**config.mk**
```make
export PLATFORM = sky130hd
export DESIGN_NAME = hdmi_capture_ctrl
export DESIGN_NICKNAME = d
export VERILOG_FILES = /design/src/rtl/hdmi_capture_ctrl.sv
export SDC_FILE = /design/constraint.sdc
export NUM_CORES = 1
export LEC_CHECK = 0
export ABC_AREA = 0
export BUFFER_PORTS_ARGS = -buffer_cell sky130_fd_sc_hd__buf_4
export CAP_MARGIN = 20
export CORE_UTILIZATION = 50
export CTS_BUF_LIST = sky130_fd_sc_hd__clkbuf_2
export DETAILED_ROUTE_END_ITERATION = 7
export PLACE_DENSITY = 0.72
export SYNTH_ARGS = -nofsm -noshare
export SYNTH_HDL_FRONTEND = slang
export SYNTH_SLANG_ARGS = --single-unit
```
**constraint.sdc**
```tcl
create_clock -name i_pix_clk -period 38.5 [get_ports i_pix_clk]
set_input_delay 5.775 -clock i_pix_clk [delete_from_list [all_inputs] [get_ports i_pix_clk]]
set_output_delay 5.775 -clock i_pix_clk [all_outputs]
set_load 0.005 [all_outputs]
```
**src/rtl/hdmi_capture_ctrl.sv**
```systemverilog
// Pixel-clock capture sequencer: chooses which frames are copied, rotates the
// target frame buffer around a reader lock and measures the incoming geometry.
module hdmi_capture_ctrl #(
    parameter int unsigned AW    = 24,
    parameter int unsigned XBITS = 13,
    parameter int unsigned YBITS = 11
) (
    input  logic             i_pix_clk,
    input  logic             i_reset,
    input  logic             i_pix_eof,
    input  logic             i_pix_eol,
    input  logic             i_pix_valid,
    input  logic             i_en,
    input  logic             i_single,
    input  logic             i_arm,
    input  logic [3:0]       i_decim,
    input  logic [1:0]       i_nbufs,
    input  logic [AW-1:0]    i_base,
    input  logic [AW-1:0]    i_stride,
    input  logic             i_rd_busy,
    input  logic [1:0]       i_rd_buf,
    output logic             o_copy_en,
    output logic [AW-1:0]    o_first_address,
    output logic [1:0]       o_wr_buf,
    output logic [1:0]       o_last_buf,
    output logic             o_frame_stb,
    output logic [15:0]      o_frame_count,
    output logic             o_busy,
    output logic [XBITS-1:0] o_npix,
    output logic [YBITS-1:0] o_nlines,
    output logic             o_geom_ok
);

    typedef enum logic [2:0] {
        S_IDLE,
        S_SYNC,
        S_CAPTURE,
        S_SKIP,
        S_DONE
    } state_t;

    state_t          state_q, state_d;
    logic            arm_q, arm_d;
    logic [3:0]      skip_q, skip_d;
    logic            sel_en;
    logic            enter_cap;

    logic            copy_en_q;
    logic [AW-1:0]   addr_q;
    logic [1:0]      wr_buf_q;
    logic [1:0]      last_buf_q;
    logic            stb_q;
    logic [15:0]     count_q;

    logic [1:0]      cand_buf;
    logic [1:0]      nxt_buf;
    logic [AW-1:0]   stride_x;

    // (cur + 1) mod (nb + 1), exact even if nb shrank below cur
    function automatic logic [1:0] buf_step(input logic [1:0] cur, input logic [1:0] nb);
        logic [2:0] v;
        logic [2:0] m;
        v = {1'b0, cur} + 3'd1;
        m = {1'b0, nb} + 3'd1;
        for (int unsigned k = 0; k < 32'd4; k++) begin
            if (v >= m) v = v - m;
        end
        return v[1:0];
    endfunction

    assign cand_buf = buf_step(wr_buf_q, i_nbufs);
    assign nxt_buf  = (i_rd_busy && (cand_buf == i_rd_buf)) ? buf_step(cand_buf, i_nbufs) : cand_buf;
    assign stride_x = ({AW{nxt_buf[0]}} & i_stride) + ({AW{nxt_buf[1]}} & {i_stride[AW-2:0], 1'b0});

    always_comb begin
        state_d = state_q;
        skip_d  = skip_q;
        sel_en  = 1'b0;
        unique case (state_q)
            S_IDLE: begin
                if (i_en && (!i_single || arm_q)) state_d = S_SYNC;
            end
            S_SYNC: begin
                if (i_pix_eof) begin
                    state_d = S_CAPTURE;
                    sel_en  = 1'b1;
                end
            end
            S_CAPTURE: begin
                if (i_pix_eof) begin
                    if (!i_en) begin
                        state_d = S_IDLE;
                    end else if (i_single) begin
                        state_d = S_DONE;
                    end else if (i_decim != '0) begin
                        state_d = S_SKIP;
                        skip_d  = i_decim;
                    end else begin
                        sel_en = 1'b1;
                    end
                end
            end
            S_SKIP: begin
                if (i_pix_eof) begin
                    if (!i_en) begin
                        state_d = S_IDLE;
                    end else if (skip_q == 4'd1) begin
                        state_d = S_CAPTURE;
                        sel_en  = 1'b1;
                    end else begin
                        skip_d = skip_q - 4'd1;
                    end
                end
            end
            S_DONE: begin
                if (arm_q) state_d = S_SYNC;
                else if (i_pix_eof && !i_en) state_d = S_IDLE;
            end
            default: state_d = S_IDLE;
        endcase
    end

    // A new arm request beats a same-cycle clear
    assign enter_cap = sel_en && (state_q != S_CAPTURE);
    assign arm_d     = i_arm | (arm_q & (state_q != S_IDLE) & !enter_cap);

    always_ff @(posedge i_pix_clk) begin
        if (i_reset) begin
            state_q    <= S_IDLE;
            arm_q      <= 1'b0;
            skip_q     <= '0;
            copy_en_q  <= 1'b0;
            addr_q     <= '0;
            wr_buf_q   <= '0;
            last_buf_q <= '0;
            stb_q      <= 1'b0;
            count_q    <= '0;
        end else begin
            state_q   <= state_d;
            arm_q     <= arm_d;
            skip_q    <= skip_d;
            copy_en_q <= (state_d == S_CAPTURE);
            stb_q     <= (state_q == S_CAPTURE) && i_pix_eof;
            if ((state_q == S_CAPTURE) && i_pix_eof) begin
                last_buf_q <= wr_buf_q;
                count_q    <= count_q + 16'd1;
            end
            if (sel_en) begin
                wr_buf_q <= nxt_buf;
                addr_q   <= i_base + stride_x;
            end
        end
    end

    // Geometry measurement runs regardless of capture state
    logic [XBITS-1:0] pcnt_q, pcnt_inc, npix_cur_q, npix_new, npix_q;
    logic [YBITS-1:0] lcnt_q, lcnt_inc, nlines_q;
    logic             geom_ok_q;

    assign pcnt_inc = (i_pix_valid && (pcnt_q != '1)) ? pcnt_q + 1'b1 : pcnt_q;
    assign npix_new = i_pix_eol ? pcnt_inc : npix_cur_q;
    assign lcnt_inc = (i_pix_eol && (lcnt_q != '1)) ? lcnt_q + 1'b1 : lcnt_q;

    always_ff @(posedge i_pix_clk) begin
        if (i_reset) begin
            pcnt_q     <= '0;
            npix_cur_q <= '0;
            lcnt_q     <= '0;
            npix_q     <= '0;
            nlines_q   <= '0;
            geom_ok_q  <= 1'b0;
        end else begin
            pcnt_q     <= i_pix_eol ? '0 : pcnt_inc;
            npix_cur_q <= npix_new;
            if (i_pix_eof) begin
                lcnt_q    <= '0;
                npix_q    <= npix_new;
                nlines_q  <= lcnt_inc;
                geom_ok_q <= (npix_new == npix_q) && (lcnt_inc == nlines_q) &&
                             (npix_new != '0) && (lcnt_inc != '0);
            end else begin
                lcnt_q <= lcnt_inc;
            end
        end
    end

    assign o_copy_en       = copy_en_q;
    assign o_first_address = addr_q;
    assign o_wr_buf        = wr_buf_q;
    assign o_last_buf      = last_buf_q;
    assign o_frame_stb     = stb_q;
    assign o_frame_count   = count_q;
    assign o_busy          = (state_q != S_IDLE) && (state_q != S_DONE);
    assign o_npix          = npix_q;
    assign o_nlines        = nlines_q;
    assign o_geom_ok       = geom_ok_q;

endmodule

```
==> Word level (Yosys, flattened, before mapping) <==
Index checks and enable logic that the tools add are counted.
{ "word_totals": {"regBits": 116, "input_bits": 65, "output_inout_bits": 72, "word_cells": 130} }
{ "op_classes": {"n_addsub": 17, "magnitude_cmp": 8, "n_eq_ne": 20, "n_mux": 41, "bitwise": 5, "reduce_logical": 24} }
{ "op_table": {"columns": ["cell", "count"], "rows": [
  ["2-to-1 mux 3 bit", 17],
  ["adder 24 bit", 2],
  ["AND 24 bit", 2],
  ["2-to-1 mux 4 bit", 7],
  ["2-to-1 mux 13 bit", 2],
  [">= comparator 3 bit", 8],
  ["subtractor 3 bit", 6],
  ["adder 16 x 1 -> 16 bit (second input constant)", 1],
  ["one-hot mux 3 bit (5 select lines)", 1],
  ["inequality test 2 bit (second input constant)", 7],
  ["adder 13 x 1 -> 13 bit (second input constant)", 1],
  ["== test 13 bit", 1],
  ["inequality test 13 bit (second input constant)", 1],
  ["nonzero test 13 bit", 1],
  ["adder 11 x 1 -> 11 bit (second input constant)", 1],
  ["== test 11 bit", 1],
  ["logical AND 1 bit", 11],
  ["2-to-1 mux 11 bit", 1],
  ["inequality test 11 bit (second input constant)", 1],
  ["nonzero test 11 bit", 1],
  ["adder 2 x 1 -> 3 bit (second input constant)", 3],
  ["== test 3 x 2 -> 1 bit (second input constant)", 3],
  ["2-to-1 mux 1 bit", 8],
  ["one-hot mux 4 bit (2 select lines)", 1],
  ["other kinds (20)", 27]
]} }

==> Logic depth before layout (Yosys ltp) <==
Gate-level depths: netlist (run 1).
{ "logic_depth": {"depth_word": 22, "mapped_depth": 73, "mapped_depth_nobuf": 70} }

==> Worst setup path before layout (run 1) <==
No wires, ideal clock.
{ "synth_timing": {"path_type": "input port to flip-flop", "startpoint": "input port i_nbufs[0]", "endpoint": "register addr_q[23] (netlist: o_first_address[23])", "setup_ps": 70, "t_arrival_ps": 19091, "required_time_ps": 38430, "setup_slack_ps": 19339, "path_stages": 63, "path_buffers": 3, "cell_sequence": "ha_1 -> clkbuf_1 -> inv_1 -> ha_1 -> a21o_1 -> a31oi_4 -> o21ai_0 -> ha_1 -> a21oi_1 -> and3_1 -> mux2i_1 -> and2_1 -> nor2_1 -> a21oi_1 -> ha_1 -> o21a_1 -> or3_1 -> a21oi_1 -> [27 not listed] -> and2_1 -> fa_1 -> ha_1 -> nor2b_1 -> o21ai_0 -> a21boi_0 -> o21ai_0 -> a211oi_1 -> o31ai_1 -> o21ai_0 -> o41ai_1 -> o21ai_0 -> o21a_1 -> o21a_1 -> nor2_1 -> xnor2_1 -> xnor3_1 -> a21oi_1"} }
{ "synth_between": {"elab_chain_cells": 22, "elab_cells_between_ends": 33, "cone_classes": "add/sub: 12; order compare: 8; eq/ne: 1; mux: 9; bitwise: 2; reduce/logical: 1"} }
{ "synth_lines": {"columns": ["item", "line", "text"], "rows": [
  ["start: declaration", "17", "input logic [1:0] i_nbufs,"],
  ["adder 2 x 1 -> 3 bit (*)", "64", "m = {1'b0, nb} + 3'd1;"],
  ["subtractor 3 bit / >= comparator 3 bit (equally long branches)", "66", "if (v >= m) v = v - m;"],
  ["2-to-1 mux 3 bit", "66", null],
  ["subtractor 3 bit / >= comparator 3 bit (equally long branches)", "66", null],
  ["2-to-1 mux 3 bit", "66", null],
  ["subtractor 3 bit / >= comparator 3 bit (equally long branches)", "66", null],
  ["2-to-1 mux 3 bit", "66", null],
  [">= comparator 3 bit / subtractor 2 bit (equally long branches)", "66", null],
  ["[6 not listed]", null, null],
  ["subtractor 3 bit / >= comparator 3 bit (equally long branches)", "66", null],
  ["2-to-1 mux 3 bit", "66", null],
  [">= comparator 3 bit / subtractor 2 bit (equally long branches)", "66", null],
  ["2-to-1 mux 2 bit", "66", null],
  ["2-to-1 mux 2 bit (*)", "72", "assign nxt_buf = (i_rd_busy && (cand_buf == i_rd_buf)) ? buf_step(cand_buf, i_nbufs) : cand_buf;"],
  ["AND 24 bit", "73", "assign stride_x = ({AW{nxt_buf[0]}} & i_stride) + ({AW{nxt_buf[1]}} & {i_stride[AW-2:0], 1'b0});"],
  ["adder 24 bit (*)", "73", null],
  ["adder 24 bit (*)", "150", "addr_q <= i_base + stride_x;"],
  ["end signal: assignment", "150", null],
  ["end: declaration", "49", "logic [AW-1:0] addr_q;"]
]} }
Every way passes the cells marked *; elsewhere a longest branch is shown, timed or not.
A chain may end at the register's enable or synchronous reset.

==> Worst setup path in the final report (run 1) <==
Ends and elaborated chain as after synthesis.

==> results of run 1 <==
## final cells by class
class                   count  area, um2  area share (%)
flip-flops and latches    116       2320            24.2
clock inverters            14        185            1.93
multi-input cells         817       5540            57.7
well taps                 216        270            2.81
clock buffers              18       90.1           0.937
repair buffers            139       1040            10.9
inverters                  42        158            1.64
## flip-flops by register name (all words and copies together), names as in the netlist
signal           count
o_frame_stb          1
o_npix              13
o_geom_ok            1
pcnt_q              13
o_last_buf           2
npix_cur_q          13
o_copy_en            1
skip_q               4
state_q              3
o_first_address     24
o_frame_count       16
o_wr_buf             2
arm_q                1
o_nlines            11
lcnt_q              11
## metrics by stage
stage | cell area [um2] | util (%) | hold slack, ns
after floorplan | 8160 | - | 0.448
after global placement | 9340 | 58.8 | 0.440
after detailed placement | 9340 | 58.8 | 0.446
after CTS | 9610 | 60.5 | 0.469
after global routing | 9610 | 60.5 | 0.491
final | 9610 | 60.5 | 0.466
## worst max path at each step
stage          cells after the start       start  slack [ns]             endpoint
2_1_floorplan                     63  i_nbufs[0]       19.34  o_first_address[23]
3_3_place_gp                      63  i_nbufs[0]       18.09  o_first_address[23]
3_5_place_dp                      63  i_nbufs[0]       17.59  o_first_address[23]
4_1_cts                           63  i_nbufs[0]       18.33  o_first_address[23]
5_1_grt                           66  i_nbufs[0]       16.54  o_first_address[23]
6_report                          63  i_nbufs[0]       18.09  o_first_address[23]
## logic make-up after synthesis
kind of cell	count (synthesis)	synth area share [%]
adders and majority gates	75	14.0
DFF	116	28.5
buffers and inverters	78	3.62
and+or+nand+nor	421	24.5
muxes	30	3.76
AOI/OAI and AO/OA	211	16.9
xor gates and xnor gates	80	8.75
## placed cells by master (no fill, tap or decap), drive strengths merged, types with 18 or more instances in the layout
| master | count |
|---|---|
| nor2 | 136 |
| a21oi | 68 |
| xnor2 | 47 |
| xor2 | 32 |
| dfxtp | 116 |
| clkbuf | 18 |
| inv | 42 |
| nand2 | 100 |
| nand3 | 29 |
| fa | 27 |
| and2 | 51 |
| buf | 139 |
| ha | 47 |
| a211oi | 22 |
| nor3 | 26 |
| o21ai | 44 |
| mux2i | 25 |
## per-layer routing
metal  wire length, um  part of all wire, %  track usage (%)
met5                 0                    0                0
met2              8730                   46             38.5
met3               858                  4.5             4.63
met1              9060                   48             30.7
met4               318                  1.7             8.14
## worst max-delay path: cells and delay by family
family / cells / cell delay, ns
AOI/OAI and AO/OA: 28 / 6.02
xor gates and xnor gates: 2 / 0.52
adders and majority gates: 11 / 3.50
buffers and inverters: 5 / 0.95
muxes: 3 / 0.94
and+or+nand+nor: 14 / 3.31
==> metrics.md, run 1 <==
| Metric | Value |
|---|---|
| Status | `finished, final reports clean` |
| Avg Cell Area, Syn | `about 8.1 um2` |
| Most common cell in the netlist | `nor2_1` |
| IO Count | `137` |
| Top-area cell type share of the netlist area | `between 20% and 30%` |
| Ys Warns | `0` |
| Sequential element share of the synthesized area | `approximately 28%` |
| Setup TNS | `0 ns` |
| Layout cell share with drive strength beyond 1 | `16.2%` |
| GRT Total Usage | `23.4%` |
| Synthesized instance count | `1,011` |
| Critical Path RT | `39.11 ns` |
| WP data arrival | `21.02 ns` |
| R2R Path Start | `o_wr_buf[0]` |
| WS Path Type | `in -> reg` |
| Post-synth top cells | `136 x nor2_1, 116 x dfxtp_1, 100 x nand2_1` |
| Final period util | `approximately 53%` |
| Final-layout fill cell count | `1,496` |
| Hold Crit Class | `reg -> reg` |
| Count of placed standard cells including taps | `1,330` |
| Ranking of synthesized cells by area | `dfxtp_1 28%, ha_1 7.2%, fa_1 6.6%` |
| Die area | `16,800 um2` |
| Clock Skew | `0.0366 ns` |
| Setup violators final | `0` |
| Final Hold Fails | `0` |
| Hold Crit Depth | `2` |
| DRC viols | `0` |
| Largest area contributor in the netlist | `dfxtp_1` |
| Worst Path Max Fanout | `26` |
| Worst min-delay path startpoint | `o_first_address[16]` |
| Clock Tree Root | `clkbuf_2` |
| Wire per inst | `13.9 um` |
| Die W | `130 um` |
| Post-CTS sizing | `0` |
| Worst skew pair latency | `0.71 ns` |
| Max clock buf depth | `2` |
| Final ANT Viol Nets | `0` |
| Cell at the slowest stage of the critical path | `or3_1` |
| Worst r2r dst | `o_first_address[23]` |
| Placer Congestion | `between 0.8 and 0.9` |
| GRT overflow | `0` |
| Post-DP HPWL | `14,300 um` |
| Ant. Diodes | `0` |
| RSZ-0062 raised after global routing | `no` |
| R2R Setup Slk | `23.39 ns` |
| CTS tree | `yes` |
| Core Rows | `46` |
| Synth Cell Area | `8160 um2` |
| Number of antenna violations at the first check in global routing | `0` |
| Vias in the first global route | `6,832` |
| Flops & latches, synth | `116` |
| Global-route wire length before repair | `31,500 um` |
| CP max stage delay | `0.68 ns` |
| Clk slew on worst S/H paths | `0.18 ns` |
| Slew @ Worst Pin | `1.07 ns` |
| Place WS | `17.59 ns` |
| WL final | `approximately 19,000 um` |
| Htree depth | `4` |
| Post-synth EDFFs | `0` |
| Cell variety after synth | `66` |
| Period minus WS final | `20.41 ns` |
| Initial DRC Count | `426` |
| Largest net degree at the start of global routing | `76` |
| Worst Setup Slack, final | `18.09 ns` |
| CP Launch Type | `input pin` |
| Post-Layout Cell Count | `roughly 1,400` |
| IO Port Bufs | `136` |
| Worst Setup End Kind | `flip-flop` |
| CTS Hold Bufs | `0` |
| Clock sinks | `116` |
| Num CTS Buffers | `17` |
| Vias per cell | `approximately 5.4` |
| Max-Cap Viols | `0` |
| Relative slew margins | `28.7%` |
| Layout area overhead | `17.8%` |
| Total setup buffers inserted after CTS | `0` |
| Asr flop ratio synth | `0%` |
| Die Ht | `about 130 um` |
| Reg2reg path depth | `60` |
| Fmax | `49.0 MHz` |
| DR vias | `7,370` |
| NumNets Final | `approximately 1,300` |
| Slew Limit Fails | `0` |
| Ys flop type | `dfxtp_1` |
| Hold EP | `o_first_address[16]` |
| Core box area | `15,900 um2` |
| Initial Utilization | `51.4%` |
| Mapped Nets | `1,150` |
| Most common cell on crit path | `ha_1` |
| DRT Pass-1 Iters | `7` |
Power of run 1 is not shown: default switching activity piles up to over one toggle a cycle in this logic, so the estimate is an artifact.
==> run 2, diff against run 1 <==
- clock period: 38.5 -> 19.7 ns (I/O delays scaled with it)
==> metrics.md, run 2 (synthesized netlist as in run 1, its figures left out) <==
| Metric | Value |
|---|---|
| Clock Tree Root | `clkbuf_2` |
| Clock Skew | `0.0245 ns (-0.0120 ns)` |
| DR vias | `7,311 (-0.80%)` |
| Number of antenna violations at the first check in global routing | `0 (unchanged)` |
| GRT Total Usage | `23.2% (-0.20 points)` |
| Relative slew margins | `37.1% (+8.4 points)` |
| Final Hold Fails | `0 (unchanged)` |
| Max FFs per register | `24 (unchanged)` |
| Post-DP HPWL | `14,100 um (-1.1%)` |
| IO Port Bufs | `136 (unchanged)` |
| Max clock buf depth | `2 (unchanged)` |
| RSZ-0062 raised after global routing | `no` |
| CTS Hold Bufs | `0 (unchanged)` |
| Final ANT Viol Nets | `0 (unchanged)` |
| WS Path Type | `in -> reg` |
| Most common cell on crit path | `ha_1` |
| Hold Crit Depth | `2 (unchanged)` |
| Post-Layout Cell Count | `1,363 (+0.073%)` |
| Layout cell share with drive strength beyond 1 | `16.4% (+0.16 points)` |
| Slew Limit Fails | `0 (unchanged)` |
| Die area | `16,800 um2 (unchanged)` |
| Ant. Diodes | `0 (unchanged)` |
| Slew @ Worst Pin | `0.942 ns (-0.128 ns)` |
| DRT Pass-1 Iters | `5 (-2)` |
| IO Count | `137 (unchanged)` |
| Status | `finished, final reports clean` |
| Setup violators final | `0 (unchanged)` |
| Critical Path RT | `20.31 ns (-18.80 ns)` |
| DRC viols | `0 (unchanged)` |
| Core Rows | `46 (unchanged)` |
| Num CTS Buffers | `17 (unchanged)` |
| Global-route wire length before repair | `31,400 um (-0.13%)` |
| Cell at the slowest stage of the critical path | `or3_1` |
| WP data arrival | `17.97 ns (-3.05 ns)` |
| Layout area overhead | `17.6%` |
| Post-CTS sizing | `0 (unchanged)` |
| Total setup buffers inserted after CTS | `0 (unchanged)` |
| Reg2reg path depth | `60 (unchanged)` |
| Initial DRC Count | `327 (-23%)` |
| Final period util | `between 80% and 90%` |
| GRT overflow | `0 (unchanged)` |
| Htree depth | `4 (unchanged)` |
| Largest net degree at the start of global routing | `76 (unchanged)` |
| Commonest non-fill, non-tap cell in the layout | `buf_4` |
| Vias per cell | `5.36 (-0.87%)` |
| Period minus WS final | `17.36 ns` |
| Initial Utilization | `51.4% (unchanged)` |
| Count of placed standard cells including taps | `1,330 (unchanged)` |
| NumNets Final | `1,273 (+0.079%)` |
| Vias in the first global route | `6,795 (-0.54%)` |
| Worst Setup End Kind | `flip-flop` |
| Placer Congestion | `0.838 (-0.42%)` |
| Worst Path Max Fanout | `26 (unchanged)` |
| Clk slew on worst S/H paths | `0.20 ns (+0.02 ns)` |
| Max-Cap Viols | `0 (unchanged)` |
| Fmax | `around 58 MHz` |
| WHS | `0.465 ns (-0.00119 ns)` |
| Worst skew pair latency | `0.68 ns (-0.03 ns)` |
| Die W | `130 um (unchanged)` |
| Setup TNS | `0 ns (unchanged)` |
| Die Ht | `130 um (unchanged)` |
| Wire per inst | `13.8 um (-0.94%)` |
| Clock sinks | `116 (unchanged)` |
| CTS tree | `yes` |
| CP max stage delay | `0.66 ns (-0.02 ns)` |
| CP Launch Type | `input pin` |
| Most frequent cells in the layout | `139 x buf_4, 136 x nor2_1, 116 x dfxtp_1, 100 x nand2_1, 68 x a21oi_1` |
| Hold Crit Class | `reg -> reg` |
| WL final | `18,800 um (-0.86%)` |
| Core box area | `15,900 um2 (unchanged)` |
## run 2: worst paths after layout
check	from	endpoint	slack, ns
hold reg to reg	o_first_address[16]	o_first_address[16]	0.46
setup reg to reg	o_wr_buf[0]	o_first_address[23]	4.75
setup / recovery	i_nbufs[0]	o_first_address[23]	2.34
hold / removal	o_first_address[16]	o_first_address[16]	0.46
## run 2: metal layers
| layer | vias up | global-route usage (%) | wire (um) |
|---|---|---|---|
| li1 | 3755 | - | - |
| met1 | 3378 | 31.4 | 9170 |
| met2 | 159 | 37.2 | 8590 |
| met3 | 19 | 4.72 | 751 |
| met4 | 0 | 7.39 | 297 |
| met5 | - | 0 | 0 |
## run 2: stage by stage
stage	instance area (um2)	setup WS (ns)	util (%)
global route	9600	0.997	60.4
finish	9600	2.34	60.4
global placement	9340	2.10	58.8
floorplan	8160	3.36	-
CTS	9580	2.54	60.3
detailed placement	9340	1.79	58.8
## run 2: area by class of cell
| cell class | count | area, um2 |
|---|---|---|
| fillers | 1500 | 6290 |
| multi-input cells | 817 | 5540 |
| flip-flops and latches | 116 | 2320 |
| repair buffers | 140 | 1060 |
| well taps | 216 | 270 |
| clock inverters | 15 | 159 |
| inverters | 42 | 158 |
| clock buffers | 17 | 85.1 |
## run 2: worst max-delay path: cells and delay by family
family          cells  cell delay, ns
compound gates     27            5.66
fa+ha+maj          11            3.32
simple gates       14            3.29
mux                 4            1.27
buf+inv             5            0.92
xor+xnor            2            0.52
Power of run 2 is left out for the same reason.
